### src/rtl/mux_scan.sv
// mux_scan: N-channel W-bit registered mux; manual selector or round-robin scan of valid channels.
// 1-cycle capture latency, output held under backpressure; `define MUX_SEL_ERR_EN adds sticky sel_err.
module mux_scan #(
  parameter int CHANNELS = 4,
  parameter int WIDTH    = 8,
  parameter int SEL_W    = 2
) (
  input  logic                      clk,
  input  logic                      rst,
  input  logic [CHANNELS*WIDTH-1:0] din,
  input  logic [CHANNELS-1:0]       in_valid,
  input  logic [SEL_W-1:0]          selector,
  input  logic                      auto_mode,
  output logic [WIDTH-1:0]          dout,
  output logic                      dout_valid,
  input  logic                      dout_ready,
  output logic [SEL_W-1:0]          chan_out
`ifdef MUX_SEL_ERR_EN
  ,
  output logic                      sel_err
`endif
);

  localparam int                 SLOTS  = 1 << SEL_W;
  localparam logic [SEL_W:0]     CHAN_N = (SEL_W + 1)'(CHANNELS);
  localparam logic [SEL_W-1:0]   LAST   = SEL_W'(CHANNELS - 1);

  typedef enum logic {
    S_MAN  = 1'b0,
    S_AUTO = 1'b1
  } state_t;

  state_t           state_q, state_d;
  logic [SEL_W-1:0] ptr_q, ptr_d;
  logic [WIDTH-1:0] dout_q, dout_d;
  logic             vld_q, vld_d;
  logic [SEL_W-1:0] chan_q, chan_d;

  logic             load_ok;
  logic             sel_in_rng;
  logic             cap;
  logic [SEL_W-1:0] c_idx;

  // Channel views padded to the full selector range so any index is safe; pad slots read as invalid.
  logic [SLOTS-1:0] vld_ext;
  logic [WIDTH-1:0] dat_ext [SLOTS];

  assign vld_ext = SLOTS'(in_valid);

  for (genvar k = 0; k < SLOTS; k++) begin : g_dat
    if (k < CHANNELS) begin : g_real
      assign dat_ext[k] = din[k*WIDTH +: WIDTH];
    end else begin : g_pad
      assign dat_ext[k] = '0;
    end
  end

  assign load_ok    = !vld_q || dout_ready;
  assign sel_in_rng = {1'b0, selector} < CHAN_N;

  always_ff @(posedge clk) begin
    if (rst) begin
      state_q <= S_MAN;
      ptr_q   <= '0;
    end else begin
      state_q <= state_d;
      ptr_q   <= ptr_d;
    end
  end

  always_comb begin
    state_d = state_q;
    unique case (state_q)
      S_MAN:   if (auto_mode)  state_d = S_AUTO;
      S_AUTO:  if (!auto_mode) state_d = S_MAN;
      default: state_d = S_MAN;
    endcase
  end

  // Entering auto costs one dead cycle: ptr is cleared and nothing is captured.
  always_comb begin
    c_idx = selector;
    cap   = 1'b0;
    ptr_d = ptr_q;
    unique case (state_q)
      S_MAN: begin
        c_idx = selector;
        cap   = load_ok && sel_in_rng && vld_ext[selector] && !auto_mode;
        if (auto_mode) ptr_d = '0;
      end
      S_AUTO: begin
        c_idx = ptr_q;
        cap   = load_ok && vld_ext[ptr_q];
        if (load_ok) ptr_d = (ptr_q == LAST) ? '0 : ptr_q + 1'b1;
      end
      default: begin
        c_idx = selector;
        cap   = 1'b0;
      end
    endcase
  end

  always_comb begin
    dout_d = dout_q;
    chan_d = chan_q;
    vld_d  = vld_q;
    if (cap) begin
      dout_d = dat_ext[c_idx];
      chan_d = c_idx;
      vld_d  = 1'b1;
    end else if (load_ok) begin
      vld_d  = 1'b0;
    end
  end

  always_ff @(posedge clk) begin
    if (rst) begin
      dout_q <= '0;
      chan_q <= '0;
      vld_q  <= 1'b0;
    end else begin
      dout_q <= dout_d;
      chan_q <= chan_d;
      vld_q  <= vld_d;
    end
  end

  assign dout       = dout_q;
  assign dout_valid = vld_q;
  assign chan_out   = chan_q;

`ifdef MUX_SEL_ERR_EN
  logic sel_err_q, sel_err_d;
  logic cap_try;
  logic x_hit;

  assign cap_try = load_ok && ((state_q == S_AUTO) || (sel_in_rng && !auto_mode));

`ifndef SYNTHESIS
  // An unknown valid bit on a channel we are about to sample is flagged in simulation only.
  assign x_hit = cap_try && $isunknown(vld_ext[c_idx]);

  always_ff @(posedge clk) begin
    if (!rst && cap_try) begin
      assert (!$isunknown(vld_ext[c_idx]));
    end
  end
`else
  assign x_hit = 1'b0;
`endif

  always_comb begin
    sel_err_d = sel_err_q;
    if ((state_q == S_MAN) && load_ok && !sel_in_rng) sel_err_d = 1'b1;
    if (x_hit) sel_err_d = 1'b1;
  end

  always_ff @(posedge clk) begin
    if (rst) sel_err_q <= 1'b0;
    else     sel_err_q <= sel_err_d;
  end

  assign sel_err = sel_err_q;
`endif

endmodule

### config.mk
export PLATFORM = sky130hd
export DESIGN_NAME = mux_scan
export DESIGN_NICKNAME = d
export VERILOG_FILES = /design/src/rtl/mux_scan.sv
export SDC_FILE = /design/constraint.sdc
export NUM_CORES = 1
export LEC_CHECK = 0
export CAP_MARGIN = 20
export CELL_PAD_IN_SITES_DETAIL_PLACEMENT = 1
export CELL_PAD_IN_SITES_GLOBAL_PLACEMENT = 1
export CORE_UTILIZATION = 27
export DETAILED_ROUTE_END_ITERATION = 8
export GPL_TIMING_DRIVEN = 0
export PLACE_DENSITY_LB_ADDON = 0.1
export SLEW_MARGIN = 30
export SYNTH_ARGS = -nofsm -noshare
export SYNTH_HDL_FRONTEND = slang
export SYNTH_SLANG_ARGS = --single-unit
### constraint.sdc
create_clock -name clk -period 1.99 [get_ports clk]
set_input_delay 0.398 -clock clk [delete_from_list [all_inputs] [get_ports clk]]
set_output_delay 0.398 -clock clk [all_outputs]
set_load 0.01 [all_outputs]
==> results of run 1 <==
-- final cells by class --
type                    count  area (um2)
clock buffers               4       36.28
fillers                   411        1770
plain buffers               6       52.55
repair buffers             53       528.0
well taps                  46       57.56
multi-input cells          72       638.1
flip-flops and latches     14       280.3
-- layout by cell type, fill, tap and decap left out, types with 2 or more instances in the layout --
master and instances:
o21ai_0 9, nor2b_1 2, clkbuf_8 2, buf_4 2
and2b_1 7, o21ai_2 9, dfxtp_1 14, buf_6 2
mux2i_1 16, clkbuf_4 3, or3_1 3, nor2_1 4
a21oi_1 2, clkdlybuf4s50_1 52, mux2_2 8, a32oi_1 2
mux4_2 2
-- per-layer routing --
layer	routed length [um]	track usage, %	up-vias
met5	0	0	-
met4	12	3.810	0
met2	1473	29.65	32
met1	1016	16.29	439
li1	-	-	454
met3	184	5.042	2
-- power breakdown --
part | switching (uW) | internal [uW] | total [uW] | leakage, uW
Combinational | 108 | 186 | 293 | 0.000523
Clock | 96.3 | 111 | 208 | 0.0000210
Sequential | 11.9 | 301 | 313 | 0.000115
-- per-stage QoR --
step           total power, uW  setup TNS, ns  hold slack (ns)  utilization, %
2_1_floorplan            461.1              0           0.4902               -
3_3_place_gp             604.3         -2.893           0.4589           45.68
3_5_place_dp             612.1         -3.101           0.4792           45.80
4_1_cts                  829.4              0           0.4920           47.14
5_1_grt                  864.6              0           0.5136           47.36
6_report                 813.8              0           0.4853           47.36
-- repair_timing --
action | in CTS | in global routing
pin swaps | 0 | 1
hold buffers | 0 | 0
endpoints found under the hold margin | 0 | 0
buffers inserted | 0 | 1
setup endpoints to repair | 5 | 9
resized for setup | 2 | 0
-- sequential cells by signal, indices dropped and copies added (netlist names) --
name and flops:
dout 8, chan_out 2, ptr_q 2, state_q 1
dout_valid 1
-- logic make-up after synthesis --
logic type | Yosys count
compound gates | 25
fa+ha+maj | 1
buf+inv | 6
flops | 14
mux | 28
simple gates | 18
-- path summary, 6_finish.rpt --
kind	slack [ns]	depth (start not counted)	endpoint	start
min	0.49	2	chan_out[1]	chan_out[1]
min reg2reg	0.49	2	chan_out[1]	chan_out[1]
max reg2reg	0.21	5	dout[4]	ptr_q[0]
max	0.09	6	dout[4]	selector[0]
-- critical path: stages --
cell and delay, ns:
clkdlybuf4s50_1 0.54, mux4_2 0.53, a22oi_2 0.20, or3_1 0.16, buf_6 0.16, o21ai_2 0.07
==> flow_summary_export.csv, run 1 <==
group,metric,value,unit
setup_path,critical_path_arrival,2.07,ns
synthesis,synth_compound_area_share,18.80,%
global_route,grt_pass1_vias,933,
drt,drc_errors,0,
synthesis,synth_warnings,0,
clocking,cts_tree,"yes",
sta,finalHoldViolations,0,
sta,clock.fmax,527.7,MHz
floorplanning,num_rows,21,
drt,num_vias,927,
synthesis,ys_types,24,
sta,timing.final.crit_share,95.23,%
synthesis,synth_commonest_cells,"mux2i_1 (17), dfxtp_1 (14), o21ai_0 (9), o21ai_2 (9), mux2_2 (8)",
setup_path,start_kind,"input pin",
final_layout,nets,193,
placed_design,port_buffers,52,
synthesis,synth_nets,135,
synthesis,synth_area_leader_cell,"dfxtp_1",
final_layout,drive_gt1_share,22.82,%
global_route,grt_overflow,0,
drt,wl,2685,um
synthesis,ys_ff_latch,14,
setup_path,cp-end-kind,"flop",
drt,viasPerCell,4.754,
synthesis,avgSynthCellArea,10.42,um2
drt,post_drt_wl_per_cell,13.77,um
synthesis,synthAdderAreaFrac,1.305,%
sta,skew,0.001643,ns
placed_design,placement.cell_area,0.001540,mm2
power_and_ir_drop,leakagePower,0.0006584,uW
placed_design,place_congestion,0.6479,
global_route,grt_max_degree,11,
placed_design,post-place-ws,-0.3432,ns
power_and_ir_drop,irDropWorstVdd,0.2697,mV
floorplanning,core,0.003363,mm2
synthesis,synth.most_common_cell,"mux2i_1",
run_status,status,"finished, final reports clean",
global_route,grt_pass1_wl,4167,um
floorplanning,io_pins,53,
global_route,track_usage,15.54,%
min_path,hp-class,"flop to flop",
drt,dr.pass1.iters,2,
final_layout,diodes,0,
setup_path,worstPathMaxFanout,8,
global_route,grt_antenna_before_repair,0,
sta,rsz0062_at_grt,"false",
synthesis,synth_edf_count,0,
clocking,clock-sinks,14,
clocking,clk_latency,0.28,ns
setup_path,crit_type,"input pin to flop",
clocking,numCtsBuffers,3,
clocking,clkSlewWorstSetupHoldPaths,0.09,ns
power_and_ir_drop,power.density,511.0,mW/mm2
synthesis,synthSimpleGateAreaFrac,11.88,%
final_layout,area_growth,66.19,%
sta,final-setup-viol-count,0,
floorplanning,dieArea,0.003792,mm2
sta,setup_slack,0.09490,ns
drt,drt-initial-drc-count,4,
synthesis,synthCells,92,
floorplanning,start_util,28.50,%
synthesis,synthFlopType,"dfxtp_1",
synthesis,synth_xor_area_share,0,%
synthesis,async_flop_share,0,%
floorplanning,die_h,61.58,um
synthesis,ys_seq_area_share,29.24,%
synthesis,synth.cell_area,958.4,um2
floorplanning,die_w,61.58,um
drt,postRouteAntennaNets,0,
clocking,cts_buffer_depth,2,
clocking,cts_root_buf,"clkbuf_4",
sta,slew_viol_final,0,
placed_design,dp_hpwl,2200,um
final_layout,fin_cells,195,
sta,fin_crit,1.895,ns
clocking,htreeDepth,1,
placed_design,placed_cells,190,
sta,worstMarginPinSlew,0.6426,ns
final_layout,design_area,0.001593,mm2
synthesis,synth_mux_area_share,34.20,%
synthesis,synth_top_family_by_area,"multiplexers",
setup_path,worstPathRequired,2.16,ns
synthesis,synth_top_area_share,29.24,%
job,max_cap_viol_count,0,
sta,slew_headroom,56.31,%
synthesis,synthTopCellsByArea,"dfxtp_1 (29%), mux2i_1 (18%), mux2_2 (9.4%)",
Power figures use the tool's default switching activity.
==> inputs of run 2 (changes only) <==
--- a/config.mk
+++ b/config.mk
@@ -10,7 +10,6 @@
 export CELL_PAD_IN_SITES_GLOBAL_PLACEMENT = 1
 export CORE_UTILIZATION = 27
 export DETAILED_ROUTE_END_ITERATION = 8
-export GPL_TIMING_DRIVEN = 0
 export PLACE_DENSITY_LB_ADDON = 0.1
 export SLEW_MARGIN = 30
 export SYNTH_ARGS = -nofsm -noshare
==> run 2 against run 1 <==
  * Cell count is the same
  * Routed wire length grew 1.2%
  * Worst hold slack lost 0.0017 ns
  * Cell area grew 0.86%
  * Flip-flop and latch count is the same
  * Global-route usage shrank 0.16 points
==> flow_summary_export.csv, run 2 (synthesized netlist as in run 1, its figures left out) <==
group,metric,value,unit
final_layout,drive_gt1_share,22.82,%
setup_path,worst-path-buf-inv,2,
setup_path,cp_cell_sequence,"clkdlybuf4s50_1 > mux4_2 > a22oi_2 > buf_4 > or3_1 > a21oi_1",
floorplanning,num_rows,21,
drt,drt-initial-drc-count,14,
floorplanning,die_w,61.58,um
placed_design,place_congestion,0.6989,
drt,viasPerCell,4.764,
final_layout,diodes,0,
floorplanning,core,0.003363,mm2
clocking,cts_root_buf,"clkbuf_4",
global_route,grt_overflow,0,
sta,skew,0.004144,ns
job,max_cap_viol_count,0,
placed_design,dp_hpwl,2297,um
placed_design,port_buffers,52,
run_status,status,"finished, final reports clean",
sta,whs,0.4836,ns
power_and_ir_drop,irDropWorstVdd,0.1929,mV
sta,setup_slack,0.1676,ns
power_and_ir_drop,p_int,601.6,uW
global_route,grt_max_degree,17,
min_path,hp-class,"flop to flop",
drt,wl,2718,um
power_and_ir_drop,combPwrFrac,36.1,%
power_and_ir_drop,power,815.8,uW
setup_path,start_kind,"input pin",
setup_path,worstSetupStartpoint,"selector[0]",
drt,drc_errors,0,
sta,slew_viol_final,0,
power_and_ir_drop,switching_share,26.25,%
drt,dr.pass1.iters,4,
setup_path,worstPathMaxFanout,13,
clocking,cts_setup_buffers,0,
clocking,htreeDepth,1,
clocking,postCtsHoldBufs,0,
setup_path,cp-end-kind,"flop",
setup_path,crit_type,"input pin to flop",
global_route,grt_pass1_vias,966,
final_layout,final_common_cell,"clkdlybuf4s50_1",
clocking,numCtsBuffers,3,
final_layout,layout_common_cells,"clkdlybuf4s50_1 (52), mux2i_1 (17), dfxtp_1 (14)",
sta,rsz0062_at_grt,"false",
clocking,clk_latency,0.28,ns
sta,timing.final.crit_share,91.58,%
sta,fin_crit,1.822,ns
final_layout,num-fill-cells,412,
floorplanning,start_util,28.50,%
sta,slew_headroom,75.67,%
sta,final-setup-viol-count,0,
placed_design,post-place-ws,-0.1528,ns
power_and_ir_drop,p_sw,214.2,uW
global_route,track_usage,15.38,%
clocking,cts_resized,0,
setup_path,worstPathRequired,2.17,ns
final_layout,largest_register_ffs,8,
clocking,cts_tree,"yes",
floorplanning,dieArea,0.003792,mm2
drt,post_drt_wl_per_cell,13.94,um
floorplanning,die_h,61.58,um
setup_path,crit_family,"buffers and inverters",
power_and_ir_drop,seq_power_share,38.7,%
sta,finalHoldViolations,0,
min_path,min-delay-start,"chan_out[1]",
sta,fin_tns_setup,0,ns
clocking,cts_buffer_depth,2,
setup_path,critical_path_arrival,2.00,ns
power_and_ir_drop,clkPwrFrac,25.2,%
setup_path,r2r-start,"ptr_q[0]",
setup_path,crit_path_top_delay_cell,"mux4_2",
global_route,grt_antenna_before_repair,0,
global_route,grt_pass1_wl,4222,um
power_and_ir_drop,leakagePower,0.0006660,uW
clocking,clkSlewWorstSetupHoldPaths,0.09,ns
drt,postRouteAntennaNets,0,
setup_path,critPathMaxStageDelay,0.52,ns
sta,worstMarginPinSlew,0.3645,ns
final_layout,nets,193,
clocking,clock-sinks,14,
power_and_ir_drop,power.density,507.8,mW/mm2
final_layout,area_growth,67.62,%
floorplanning,io_pins,53,
drt,num_vias,929,
sta,clock.fmax,548.7,MHz
run 2: cell type report:
| class | instances | area, um2 | share of cell area, % |
|---|---|---|---|
| multi-input cells | 72 | 634.4 | 39.49 |
| well taps | 46 | 57.56 | 3.583 |
| clock buffers | 4 | 36.28 | 2.259 |
| flip-flops and latches | 14 | 280.3 | 17.45 |
| repair buffers | 59 | 598.1 | 37.23 |
run 2: power groups by stage:
stage / Combinational (uW) / Clock [uW] / Sequential (uW)
finish: 294 / 206 / 316
global route: 317 / 221 / 319
CTS: 300 / 214 / 317
detailed placement: 298 / 0 / 323
global placement: 291 / 0 / 323
floorplan: 134 / 0 / 327
run 2: tightest hold or removal path: stages, from the launching register on:
cell and delay (ns):
dfxtp_1 0.33, o21ai_2 0.06, a21oi_2 0.05
run 2: worst paths after layout:
| path | endpoint | slack (ns) | cells after the start |
|---|---|---|---|
| setup / recovery | chan_out[0] | 0.17 | 6 |
| hold reg to reg | chan_out[1] | 0.48 | 2 |
| hold / removal | chan_out[1] | 0.48 | 2 |
| setup reg to reg | chan_out[0] | 0.24 | 5 |
run 2: through the flow:
step / cells / utilization, % / area (um2)
after floorplan: 92 / - / 958.4
after global placement: 191 / 46.69 / 1570
after CTS: 195 / 47.77 / 1607
final: 195 / 47.77 / 1607
after detailed placement: 191 / 46.69 / 1570
after global routing: 195 / 47.77 / 1607
run 2: metal layers:
layer,up-vias,share of wire [%],wire [um],track usage [%]
li1,453,-,-,-
met1,440,38,1025,15.95
met2,34,55,1495,30.72
met3,2,6.6,180,3.361
met4,0,0.63,17,3.810
met5,-,0,0,0
==> inputs of run 3 (changes only) <==
==> constraint.sdc (replaced) <==
create_clock -name clk -period 1.99 [get_ports clk]
set_input_delay 0.2985 -clock clk [delete_from_list [all_inputs] [get_ports clk]]
set_output_delay 0.2985 -clock clk [all_outputs]
set_load 0.01 [all_outputs]
==> run 3 against run 2 <==
  * Flip-flop and latch count did not move
  * Die area did not move
  * Critical path depth did not move
  * Register-to-register slack barely moved
  * Clock power barely moved
  * Via count fell by 1.6%
  * Critical path type unchanged
  * Critical endpoint is now chan_out[1]
==> flow_summary_export.csv, run 3 (synthesized netlist as in run 1, its figures left out) <==
group,metric,value,unit
floorplanning,start_util,28.50,%
drt,wl,2588,um
sta,slew_viol_final,0,
sta,skew,0.004836,ns
power_and_ir_drop,p_int,601.3,uW
sta,final-setup-viol-count,0,
final_layout,seq_area,280.3,um2
power_and_ir_drop,seq_power_share,39.0,%
final_layout,multi_input_area,634.4,um2
setup_path,start_kind,"input pin",
global_route,track_usage,15.43,%
clocking,cts_setup_buffers,0,
final_layout,largest_register_ffs,8,
min_path,hp-class,"flop to flop",
global_route,grt_antenna_before_repair,0,
drt,postRouteAntennaNets,0,
drt,dr.pass1.iters,3,
sta,finalHoldViolations,0,
floorplanning,num_rows,21,
setup_path,cp-end-kind,"flop",
drt,post_drt_wl_per_cell,13.27,um
final_layout,num-fill-cells,414,
placed_design,dp_hpwl,2204,um
setup_path,reg2reg_slack,0.24,ns
setup_path,worstPathMaxFanout,13,
clocking,htreeDepth,1,
floorplanning,die_h,61.58,um
power_and_ir_drop,p_sw,212.5,uW
final_layout,final_common_cell,"clkdlybuf4s50_1",
clocking,clk_latency,0.28,ns
job,max_cap_viol_count,0,
power_and_ir_drop,combPwrFrac,35.9,%
final_layout,drive_gt1_share,22.82,%
sta,rsz0062_at_grt,"false",
setup_path,crit_family,"buffers and inverters",
clocking,cts_root_buf,"clkbuf_4",
global_route,grt_pass1_wl,4271,um
global_route,grt_pass1_vias,992,
clocking,cts_tree,"yes",
run_status,status,"finished, final reports clean",
clocking,cts_resized,0,
floorplanning,core,0.003363,mm2
setup_path,r2r-start,"ptr_q[0]",
power_and_ir_drop,leakagePower,0.0006660,uW
drt,num_vias,914,
setup_path,path_depth,6,
final_layout,diodes,0,
sta,timing.final.crit_share,88.78,%
clocking,postCtsHoldBufs,0,
setup_path,crit_path_top_delay_cell,"clkdlybuf4s50_1",
sta,fin_crit,1.767,ns
final_layout,design_area,0.001607,mm2
min_path,min-delay-start,"chan_out[1]",
final_layout,nets,193,
setup_path,worstPathRequired,2.16,ns
power_and_ir_drop,clkPwrFrac,25.2,%
floorplanning,dieArea,0.003792,mm2
setup_path,cp_cell_sequence,"clkdlybuf4s50_1 > mux4_2 > a22oi_2 > buf_4 > or3_1 > a21oi_2",
setup_path,crit_type,"input pin to flop",
global_route,grt_max_degree,18,
placed_design,placement.cell_area,0.001570,mm2
floorplanning,die_w,61.58,um
sta,slew_headroom,74.63,%
sta,clock.fmax,566.0,MHz
sta,setup_slack,0.2233,ns
power_and_ir_drop,irDropWorstVdd,0.1758,mV
clocking,cts_buffer_depth,2,
placed_design,place_congestion,0.6862,
global_route,grt_overflow,0,
clocking,numCtsBuffers,3,
clocking,clkSlewWorstSetupHoldPaths,0.08,ns
drt,viasPerCell,4.687,
sta,worstMarginPinSlew,0.3800,ns
min_path,worstHoldPathCells,2,
setup_path,critical_path_arrival,1.94,ns
setup_path,reg2reg_depth,5,
placed_design,port_buffers,52,
power_and_ir_drop,switching_share,26.11,%
placed_design,post-place-ws,-0.08432,ns
drt,drt-initial-drc-count,10,
drt,drc_errors,0,
power_and_ir_drop,power.density,506.5,mW/mm2
setup_path,worstSetupStartpoint,"selector[0]",
final_layout,layout_common_cells,"clkdlybuf4s50_1 (52), mux2i_1 (17), dfxtp_1 (14)",
final_layout,area_growth,67.62,%
setup_path,critPathMaxStageDelay,0.52,ns
setup_path,worst-path-buf-inv,2,
floorplanning,io_pins,53,
clocking,clock-sinks,14,
## run 3: cell counts in the layout (fill, tap and decap cells not counted)
No cell type changed its count.
## run 3: metal layers
| metal | track usage (%) | share of wire, % |
|---|---|---|
| met2 | 30.41 | 54 |
| met5 | 0 | 0 |
| met4 | 3.810 | 0.50 |
| met1 | 16.48 | 39 |
| met3 | 3.151 | 5.7 |
## run 3: final timing paths
kind | to
worst max-delay path | chan_out[1]
worst min-delay path | chan_out[1]
worst max register to register | chan_out[1]
worst min register to register | chan_out[1]
## run 3: stage by stage
| step | setup TNS (ns) | std cells | total power [uW] | utilization, % | hold slack (ns) |
|---|---|---|---|---|---|
| 6_report | 0 | 195 | 813.8 | 47.77 | 0.4884 |
| 5_1_grt | 0 | 195 | 863.8 | 47.77 | 0.5095 |
| 4_1_cts | 0 | 195 | 830.6 | 47.77 | 0.4963 |
| 3_5_place_dp | -0.5683 | 191 | 620.8 | 46.69 | 0.4840 |
| 3_3_place_gp | 0 | 191 | 615.0 | 46.69 | 0.4581 |
| 2_1_floorplan | 0 | 92 | 461.1 | - | 0.4267 |
## run 3: tightest hold or removal path: stages, from the launching register on
cell     delay [ns]
dfxtp_1        0.32
o21ai_2        0.07
a21oi_2        0.06
## run 3: final cells by class
class,instances,share of cell area [%]
Sequential cell,14,17.45
Tap cell,46,3.583
Multi-Input combinational cell,72,39.49
Timing Repair Buffer,59,37.23
Clock buffer,4,2.259
## run 3: power by group through the flow
stage,sequential (uW),combinational (uW),clock [uW]
6_report,317,292,205
3_5_place_dp,324,296,0
5_1_grt,321,316,227
2_1_floorplan,327,134,0
3_3_place_gp,323,292,0
4_1_cts,318,298,215
